## src/rtl/seg_scan.sv

```systemverilog
// Eight-digit multiplexed 7-segment scanner with leading-zero blanking, PM dot and alarm blink.
// Requests digits by index (rr) and latches the looked-up value two cycles later.
module seg_scan #(
    parameter int unsigned REFRESH_DIV = 100000,
    parameter int unsigned BLINK_DIV   = 25000000
) (
    input  logic       CLK100MHZ,
    input  logic       CPU_RESETN,
    input  logic [4:0] digit_holder,
    input  logic       enable,
    input  logic       TOD,
    input  logic       time_format,
    output logic [2:0] rr,
    output logic [7:0] AN,
    output logic [6:0] seg,
    output logic       DP,
    output logic       alarm_led
);

    localparam int unsigned PW = $clog2(REFRESH_DIV);
    localparam int unsigned BW = (BLINK_DIV > 1) ? $clog2(BLINK_DIV) : 1;

    typedef enum logic [1:0] {StAdv, StWait, StLatch, StShow} state_e;

    state_e          state_q;
    logic [PW-1:0]   presc_q;
    logic [2:0]      rr_q;
    logic [2:0]      cap_rr_q;
    logic            cap_tf_q;
    logic            cap_tod_q;
    logic [7:0]      an_q;
    logic [6:0]      seg_q;
    logic            dp_q;
    logic            en_q;
    logic [BW-1:0]   blink_cnt_q;
    logic            phase_q;

    logic            presc_wrap;
    logic            blink_wrap;
    logic            en_rise;
    logic [6:0]      seg_next;

    function automatic logic [6:0] decode(input logic [4:0] code);
        case (code)
            5'd0:    decode = 7'h40;
            5'd1:    decode = 7'h79;
            5'd2:    decode = 7'h24;
            5'd3:    decode = 7'h30;
            5'd4:    decode = 7'h19;
            5'd5:    decode = 7'h12;
            5'd6:    decode = 7'h02;
            5'd7:    decode = 7'h78;
            5'd8:    decode = 7'h00;
            5'd9:    decode = 7'h10;
            default: decode = 7'h7F;
        endcase
    endfunction

    always_comb begin
        presc_wrap = (presc_q == PW'(REFRESH_DIV - 1));
        blink_wrap = (blink_cnt_q == BW'(BLINK_DIV - 1));
        en_rise    = enable & ~en_q;
        // Hour-tens zero is blanked in 12-hour mode
        if (rr_q == 3'd0 && time_format && digit_holder == 5'd0) begin
            seg_next = 7'h7F;
        end else begin
            seg_next = decode(digit_holder);
        end
    end

    // Scan FSM; AN and DP are registered from the current state so they follow SHOW by one cycle.
    always_ff @(posedge CLK100MHZ or negedge CPU_RESETN) begin
        if (!CPU_RESETN) begin
            state_q   <= StAdv;
            presc_q   <= '0;
            rr_q      <= 3'd0;
            cap_rr_q  <= 3'd0;
            cap_tf_q  <= 1'b0;
            cap_tod_q <= 1'b0;
            an_q      <= 8'hFF;
            seg_q     <= 7'h7F;
            dp_q      <= 1'b1;
        end else begin
            presc_q <= presc_wrap ? '0 : presc_q + 1'b1;
            an_q    <= 8'hFF;
            dp_q    <= 1'b1;
            unique case (state_q)
                StAdv:   state_q <= StWait;
                StWait:  state_q <= StLatch;
                StLatch: begin
                    cap_rr_q  <= rr_q;
                    cap_tf_q  <= time_format;
                    cap_tod_q <= TOD;
                    seg_q     <= seg_next;
                    state_q   <= StShow;
                end
                StShow: begin
                    an_q <= ~(8'h80 >> cap_rr_q);
                    dp_q <= ~(cap_rr_q == 3'd7 && cap_tf_q && !cap_tod_q);
                    if (presc_wrap) begin
                        rr_q    <= rr_q + 3'd1;
                        state_q <= StAdv;
                    end
                end
            endcase
        end
    end

    always_ff @(posedge CLK100MHZ or negedge CPU_RESETN) begin
        if (!CPU_RESETN) begin
            en_q        <= 1'b0;
            blink_cnt_q <= '0;
            phase_q     <= 1'b1;
        end else begin
            en_q <= enable;
            if (en_rise || !en_q) begin
                blink_cnt_q <= '0;
                phase_q     <= 1'b1;
            end else if (enable) begin
                if (blink_wrap) begin
                    blink_cnt_q <= '0;
                    phase_q     <= ~phase_q;
                end else begin
                    blink_cnt_q <= blink_cnt_q + 1'b1;
                end
            end
        end
    end

    assign rr        = rr_q;
    assign seg       = seg_q;
    assign DP        = dp_q;
    assign alarm_led = en_q & phase_q;
    assign AN        = (en_q && !phase_q) ? 8'hFF : an_q;

endmodule

```

## config.mk

```make
export PLATFORM = sky130hd
export DESIGN_NAME = seg_scan
export DESIGN_NICKNAME = d
export VERILOG_FILES = /design/src/rtl/seg_scan.sv
export SDC_FILE = /design/constraint.sdc
export NUM_CORES = 1
export LEC_CHECK = 0
export CAP_MARGIN = 20
export CORE_UTILIZATION = 50
export CTS_BUF_LIST = sky130_fd_sc_hd__clkbuf_2 sky130_fd_sc_hd__clkbuf_4 sky130_fd_sc_hd__clkbuf_8
export DETAILED_ROUTE_END_ITERATION = 10
export PLACE_DENSITY = 0.67
export SLEW_MARGIN = 10
export SYNTH_ARGS = -nofsm -noshare
export SYNTH_HDL_FRONTEND = slang
export SYNTH_SLANG_ARGS = --single-unit
export TNS_END_PERCENT = 10
```

## constraint.sdc

```tcl
create_clock -name CLK100MHZ -period 5.1 [get_ports CLK100MHZ]
set_input_delay 1.275 -clock CLK100MHZ [delete_from_list [all_inputs] [get_ports CLK100MHZ]]
set_output_delay 1.275 -clock CLK100MHZ [all_outputs]
set_load 0.01 [all_outputs]
```

After elaboration in Yosys (flattened, before gate mapping)

Memory sizes are Yosys's and may differ from the RTL's.
Index checks and enable logic that the tools add are counted.

Equal/unequal tests: 7
Mux-type cells: 14
Shifts and indexed selects: 1
Reduce and logical (&&, ||, !) cells: 16
Add/sub/neg operators: 3
Bitwise logic cells: 6

Operator list:

| cell                                                | count |
|---|---|
| 2-to-1 mux 25 bit                                   | 3 |
| adder 25 x 1 -> 25 bit, second input constant       | 1 |
| equality test 25 bit, second input constant         | 1 |
| adder 17 x 1 -> 17 bit, second input constant       | 1 |
| equality test 17 bit, second input constant         | 1 |
| 2-to-1 mux 17 bit                                   | 1 |
| 2-to-1 mux 8 bit                                    | 2 |
| 2-to-1 mux 7 bit                                    | 2 |
| inverter 8 bit                                      | 1 |
| one-hot mux 2 bit (4 select lines)                  | 1 |
| >> shifter 8 x 3 -> 8 bit, first input constant     | 1 |
| logical AND 1 bit                                   | 5 |
| zero test 5 bit                                     | 1 |
| equality test 2 bit, second input constant          | 2 |
| 2-to-1 mux 1 bit                                    | 4 |
| AND reduction 2 bit                                 | 2 |
| nonzero test 2 bit                                  | 2 |
| adder 3 x 1 -> 3 bit, second input constant         | 1 |
| equality test 3 bit, second input constant          | 1 |
| zero test 1 bit                                     | 3 |
| zero test 3 bit                                     | 1 |
| inverter 1 bit                                      | 3 |
| bitwise AND 1 bit                                   | 2 |
| equality test 2 x 1 -> 1 bit, second input constant | 1 |
| other kinds (4)                                     | 4 |

ROM bits: 112
Bits in registers: 70
Memories kept: 1
Bits of input ports: 10

Memory list:

| name            | depth | bits a word | rd ports | clocked after Yosys merged registers in | wr ports | line | source |
|---|---|---|---|---|---|---|---|
| (no name shown) | 16    | 7           | 1        | 0                                       | 0        | 44   | `case (code)` |

Longest topological paths before layout

Gate-level depths: netlist of the first run.

Depth after elaboration: 5
Depth in mapped cells: 7
Depth with buffers taken out: 7

Least setup slack after synthesis of the first run

OpenSTA, ideal clock, no wires.

Path kind: input-to-reg
Start: input enable
End: register blink_cnt_q[19]
Setup slack: 2,831 ps
Library setup time: 119 ps
Arrival time: 2,150 ps
Cell stages on the path: 5
Cell sequence: nand2b_1 > nand3_1 > nor4_1 > xnor2_1 > nor2_1

Cells in the longest elaborated chain, start to end: 3
Elaborated cells between the ends (all ways): 4

Ends and longest elaborated chain:

| item                                                    | line | source |
|---|---|---|
| from (decl)                                             | 10   | `input logic enable,` |
| bitwise AND 1 bit                                       | 62   | `en_rise = enable & ~en_q;` |
| logical OR 1 bit                                        | 116  | `if (en_rise \|\| !en_q) begin` |
| 2-to-1 mux 25 bit or nonzero test 2 bit (tied branches) | -    |  |
| to (signal assigned)                                    | 124  | `blink_cnt_q <= blink_cnt_q + 1'b1;` |
| to (decl)                                               | 35   | `logic [BW-1:0] blink_cnt_q;` |

Several ways; a longest one is shown, not always the timed one.
A chain may end at the register's enable or synchronous reset.

Worst setup path after layout of the first run

Start: register phase_q
End: output AN[5]

Cells in the longest elaborated chain, start to end: 3

Ends and longest elaborated chain:

| item                   | line | source |
|---|---|---|
| from (decl)            | 36   | `logic phase_q;` |
| from (signal assigned) | 122  | `phase_q <= ~phase_q;` |
| zero test 1 bit        | 134  | `assign AN = (en_q && !phase_q) ? 8'hFF : an_q;` |
| logical AND 1 bit      | 134  |  |
| 2-to-1 mux 8 bit       | 134  |  |
| to (decl)              | 14   | `output logic [7:0] AN,` |

Every way passes these cells.

==> results of run 1 <==
-- cells in the final DEF, fill, tap and decap left out, types with 2 or more instances in the layout --
cell,count
dfrtp_1,53
nor2_1,36
nand2_1,32
clkdlybuf4s50_1,28
nand3_1,23
xnor2_1,18
dfstp_2,17
inv_1,14
xor2_1,14
nand2b_1,12
ha_1,12
clkbuf_8,11
a21oi_1,9
nand4_1,8
nor3_1,8
and3_1,7
o21ai_0,7
mux2_2,7
nor2b_1,6
o22a_1,5
a31oi_1,5
and4_1,4
mux2i_1,4
nor4_1,4
or3_1,3
and2_1,3
or4_1,3
nand4b_1,2
o21bai_1,2
clkbuf_4,2
bufinv_16,2
-- final cells by class --
class                      count  area (sq um)  area share, %
multi-input combinational    252          1640           39.7
clock buffer                  13           166           4.02
clock inverter                 3          67.6           1.63
sequential                    70          1770           42.9
tap                           96           120           2.90
timing repair buffer          31           313           7.56
inverter                      14          52.6           1.27
-- sequential cells by signal, summed over array words and instances, names as in the netlist, 2 cells and up --
signal and cells:
an_q 8, blink_cnt_q 25, cap_rr_q 3, presc_q 17, rr 3, seg 7
state_q 2
-- worst max-delay path, cell delays in order, from the launching register on --
cell and delay [ns]:
dfstp_2 0.55, nand2b_1 0.26, nand2b_1 0.10, clkdlybuf4s50_1 0.48
-- worst max-delay path by stage --
stage / to / slack [ns] / cells past startpoint
3_3_place_gp: blink_cnt_q[19] / 1.91 / 6
4_1_cts: AN[5] / 2.06 / 3
5_1_grt: AN[7] / 1.99 / 3
6_report: AN[5] / 2.10 / 3
3_5_place_dp: blink_cnt_q[19] / 1.88 / 6
2_1_floorplan: blink_cnt_q[19] / 2.83 / 5
-- power groups by stage --
| stage | registers [W] | logic, W | clock network, W |
|---|---|---|---|
| 2_1_floorplan | 0.000580 | 0.0000215 | 0 |
| 3_3_place_gp | 0.000579 | 0.0000534 | 0 |
| 3_5_place_dp | 0.000579 | 0.0000536 | 0 |
| 4_1_cts | 0.000569 | 0.0000540 | 0.000527 |
| 5_1_grt | 0.000569 | 0.0000618 | 0.000550 |
| 6_report | 0.000569 | 0.0000548 | 0.000514 |
-- synthesized netlist by cell type, types with 8 or more instances --
cell,count,area [sq um]
xor2_1,14,123
nor2_1,36,135
dfrtp_1,53,1330
nor3_1,8,40.0
inv_1,14,52.6
nand3_1,23,115
xnor2_1,18,158
nand2b_1,12,75.1
ha_1,12,150
nand2_1,32,120
dfstp_2,17,447
a21oi_1,9,45.0
nand4_1,8,50.1
-- through the flow --
| step | hold WS (ns) | total power (W) | setup WS, ns | cell area, sq um |
|---|---|---|---|---|
| 2_1_floorplan | 0.441 | 0.000601 | 2.83 | 3500 |
| 3_3_place_gp | 0.451 | 0.000632 | 1.91 | 3880 |
| 3_5_place_dp | 0.465 | 0.000632 | 1.88 | 3880 |
| 4_1_cts | 0.483 | 0.00115 | 2.06 | 4120 |
| 5_1_grt | 0.509 | 0.00118 | 1.99 | 4140 |
| 6_report | 0.476 | 0.00114 | 2.10 | 4140 |
-- routing by layer --
layer / GRT usage (%) / wire [microns] / share of wire, %
met1: 26.3 / 3190 / 50
met3: 4.14 / 145 / 2.3
met5: 0 / 0 / 0
met4: 9.85 / 148 / 2.3
met2: 30.0 / 2880 / 45
-- cells by family after synthesis --
family	after synthesis	synth area share, %
xor+xnor	32	8.00
fa+ha+maj	12	4.28
mux	11	3.39
simple gates	164	25.2
flops	70	50.6
compound gates	33	6.03
buf+inv	21	2.53
==> flow_summary.yaml, run 1 <==
run_status:
  status: "finished, final reports clean"
power:
  vdd_drop_max_mv: 0.172
  p_clk_share_pct: 45.2
  swShare_pct: 20.8
  pwr-share-comb_pct: 4.8
  p_switching_w: 0.000236
  p_int_w: 0.000901
  leakage_nw: 1.72
  p_seq_share_pct: 50.0
  power_density_nw_per_um2: 275
floorplan:
  die_h_microns: 85.7
  initial_core_util_pct: 51.6
  core_sq_um: 6790
  die_x_microns: 85.7
  rows: 30
  fp.dieArea_sq_um: 7350
  ios: 30
grt:
  grt_pass1_wl_mm: 11.2
  antenna_found_initial: 0
  grt_pass1_vias: 2428
  grt_max_degree: 48
  grt_overflow: 0
  grt_use_total_pct: 19.5
timing:
  max_slew_margin_pct: 63.4
  finalSetupViolations: 0
  max_freq_mhz: 334
  skew_ns: 0.00825
  worstMarginPinSlew_ns: 0.550
  fin_crit_sh_pct: 58.7
  hold_viol: 0
  drv_slew: 0
  final.setup.tns_ns: 0
  rsz0062_at_grt: "false"
  min_period_ns: 3.00
route:
  routed_wl_mm: 6.37
  wl_per_cell_microns: 13.3
  drt-pass1-iter-count: 4
  drc_errors: 0
  drt-initial-drc-count: 83
  routed-via-count: 2495
  vias_per_cell: 5.21
  ant_nets: 0
synthesis:
  ys_async_sr_fraction_pct: 100
  ys_types: 48
  synth_area_sq_um: 3500
  ys_ff_latch: 70
  ys_warn_count: 0
  syn_area_per_cell_sq_um: 10.2
  syn_inst: 343
  syn_nets: 365
  synth-edff-count: 0
  ys.flop_type: "dfrtp_1"
  ys_seq_area_share_pct: 50.6
place:
  port_buffers: 29
  dp_cells: 462
  dp_hpwl_mm: 4.46
  gp_congestion: 0.767
cts:
  htreeDepth: 3
  cts_buffers: 9
  cts_tree: "done"
  cts_root_buffer: "clkbuf_8"
  clock_sinks: 70
  cts_setup_buffers: 0
  worst_skew_pair.late_latency_ns: 0.34
  cts.clk_slew.worst_paths_ns: 0.07
  cts_resized: 0
  clk_path_buf_depth: 2
  cts_hold_buf: 0
hold_path:
  hold_path_class: "register to register"
  hp-start: "cap_tod_q"
  holdPathEnd: "DP"
  hold_depth: 1
critical_path:
  worst_ep_required_time_ns: 3.83
  worst-setup-path-type: "register to output port"
  regToRegSetupSlack_ns: 2.93
  end_kind: "output port"
  worstPathMaxFanout: 8
  start_kind: "register"
  crit_start: "phase_q"
  r2r_end: "state_q[1]"
  ff2ff_path_depth: 6
  r2r_start: "presc_q[0]"
  worst_ep_arrival_time_ns: 1.72
final_layout:
  final_cells: 479
  diodes: 0
  fillCellCount: 590
  syn_to_final_growth_pct: 18.0
  nets: 400
  final_layout_size_suffix_gt1_share_pct: 13.8
  finalCoreUtilization_pct: 60.9
run:
  max_cap_viol_count: 0
No activity file was read; power rests on OpenSTA's default activity.
==> run 2: changes to the inputs <==
==> constraint.sdc (replaced) <==
create_clock -name CLK100MHZ -period 2.8 [get_ports CLK100MHZ]
set_input_delay 0.7 -clock CLK100MHZ [delete_from_list [all_inputs] [get_ports CLK100MHZ]]
set_output_delay 0.7 -clock CLK100MHZ [all_outputs]
set_load 0.01 [all_outputs]
==> run 2 against run 1 <==
Against the previous run:
- critical path depth unchanged
- worst setup slack got worse by 1.7 ns
- via count is 2.2% higher
- critical path type unchanged
==> flow_summary.yaml, run 2 (synthesis gave the netlist of run 1 again) <==
timing:
  worstMarginPinSlew_ns: 0.498
  timing.final.ws_setup_ns: 0.388
  finalSetupViolations: 0
  fin_crit_sh_pct: 86.1
  rsz0062_at_grt: "false"
  drv_slew: 0
  min_period_ns: 2.41
  final.setup.tns_ns: 0
  max_slew_margin_pct: 66.8
  skew_ns: 0.0132
  hold_viol: 0
  max_freq_mhz: 415
cts:
  htreeDepth: 3
  cts_root_buffer: "clkbuf_8"
  cts_hold_buf: 0
  cts_setup_buffers: 0
  cts_buffers: 9
  cts_tree: "done"
  cts_resized: 0
  clock_sinks: 70
  clk_path_buf_depth: 2
  worst_skew_pair.late_latency_ns: 0.35
  cts.clk_slew.worst_paths_ns: 0.07
grt:
  grt_max_degree: 41
  grt_pass1_vias: 2435
  antenna_found_initial: 0
  grt_use_total_pct: 19.7
  grt_pass1_wl_mm: 11.2
  grt_overflow: 0
critical_path:
  worst_ep_required_time_ns: 2.10
  start_kind: "register"
  worstPathMaxFanout: 8
  crit_path_max_incr_delay_ns: 0.54
  worst_ep_arrival_time_ns: 1.71
  path_cells: "nand2b_1, nand2b_1, clkdlybuf4s50_1"
  worst-setup-path-type: "register to output port"
  end_kind: "output port"
  path_common_cell: "nand2b_1"
  cp_slowest_cell: "dfstp_2"
  regToRegSetupSlack_ns: 0.86
final_layout:
  top_register: "blink_cnt_q"
  nets: 403
  top_regs: "blink_cnt_q x25, presc_q x17, an_q x8"
  multi_input_area_sq_um: 1640
  largest_reg_flops: 25
  final_layout_size_suffix_gt1_share_pct: 14.5
  fillCellCount: 590
  syn_to_final_growth_pct: 18.3
  diodes: 0
  mostFrequentLayoutCells: "dfrtp_1, nor2_1, nand2_1"
  mostFrequentLayoutCell: "dfrtp_1"
  regArea_sq_um: 1770
route:
  wl_per_cell_microns: 13.3
  drt-initial-drc-count: 93
  drt-pass1-iter-count: 4
  drc_errors: 0
  ant_nets: 0
  vias_per_cell: 5.29
  routed_wl_mm: 6.39
  routed-via-count: 2550
run:
  max_cap_viol_count: 0
floorplan:
  rows: 30
  die_h_microns: 85.7
  initial_core_util_pct: 51.6
  ios: 30
  core_sq_um: 6790
  fp.dieArea_sq_um: 7350
  die_x_microns: 85.7
place:
  port_buffers: 29
  dp_hpwl_mm: 4.56
  preCtsSetupSlack_ns: 0.383
  gp_congestion: 0.754
power:
  swShare_pct: 20.7
  p_int_w: 0.00164
  power_density_nw_per_um2: 499
  pwr-share-comb_pct: 4.8
  vdd_drop_max_mv: 0.373
  p_clk_share_pct: 45.2
  p_seq_share_pct: 50.1
  leakage_nw: 1.73
  p_switching_w: 0.000428
run_status:
  status: "finished, final reports clean"
hold_path:
  hold_path_class: "input port to asynchronous set/reset pin"
[run 2: cell types whose count changed in the layout (fill, tap and decap cells not counted), sizes merged]
cell / change
buf: +3
[run 2: per-stage QoR]
stage	instances	instance area, sq um	hold WS [ns]	total power (W)	util (%)
5_1_grt	482	4150	0.393	0.00214	61.0
6_report	482	4150	0.369	0.00207	61.0
2_1_floorplan	343	3500	0.404	0.00110	-
4_1_cts	482	4150	0.372	0.00209	61.0
3_5_place_dp	466	3910	0.482	0.00116	57.6
3_3_place_gp	466	3910	0.450	0.00115	57.6
[run 2: final timing paths]
kind	from	endpoint	depth (start not counted)
min reg2reg	presc_q[0]	presc_q[0]	1
min in group CLK100MHZ	presc_q[0]	presc_q[0]	1
max reg2reg	blink_cnt_q[0]	blink_cnt_q[24]	6
min	CPU_RESETN	cap_tf_q	2
max	phase_q	AN[5]	3
max in group asynchronous	CPU_RESETN	presc_q[10]	2
[run 2: critical path: cells and delay by family (launching register included)]
kind | cells | cell delay (ns)
flip-flops | 1 | 0.54
buffers and inverters | 1 | 0.48
AND/OR/NAND/NOR | 2 | 0.35
[run 2: layout make-up]
cell class	instances	share of cell area, %
sequential	70	42.8
multi-input combinational	252	39.6
timing repair buffer	34	7.79
clock buffer	13	4.01
tap	96	2.90
clock inverter	3	1.63
inverter	14	1.27
[run 2: routing by layer]
layer,routed length [microns],up-vias,share of wire (%),track usage (%)
li1,-,1265,-,-
met1,3040,1222,47,26.1
met2,2990,50,47,31.5
met3,228,13,3.6,4.14
met4,132,0,2.1,8.64
met5,0,-,0,0
[run 2: power by group through the flow]
stage          clock [W]  combinational, W  sequential, W
6_report        0.000934         0.0000988        0.00104
2_1_floorplan          0         0.0000391        0.00106
3_3_place_gp           0         0.0000997        0.00105
5_1_grt         0.000994          0.000112        0.00104
3_5_place_dp           0          0.000101        0.00105
4_1_cts         0.000952          0.000101        0.00104
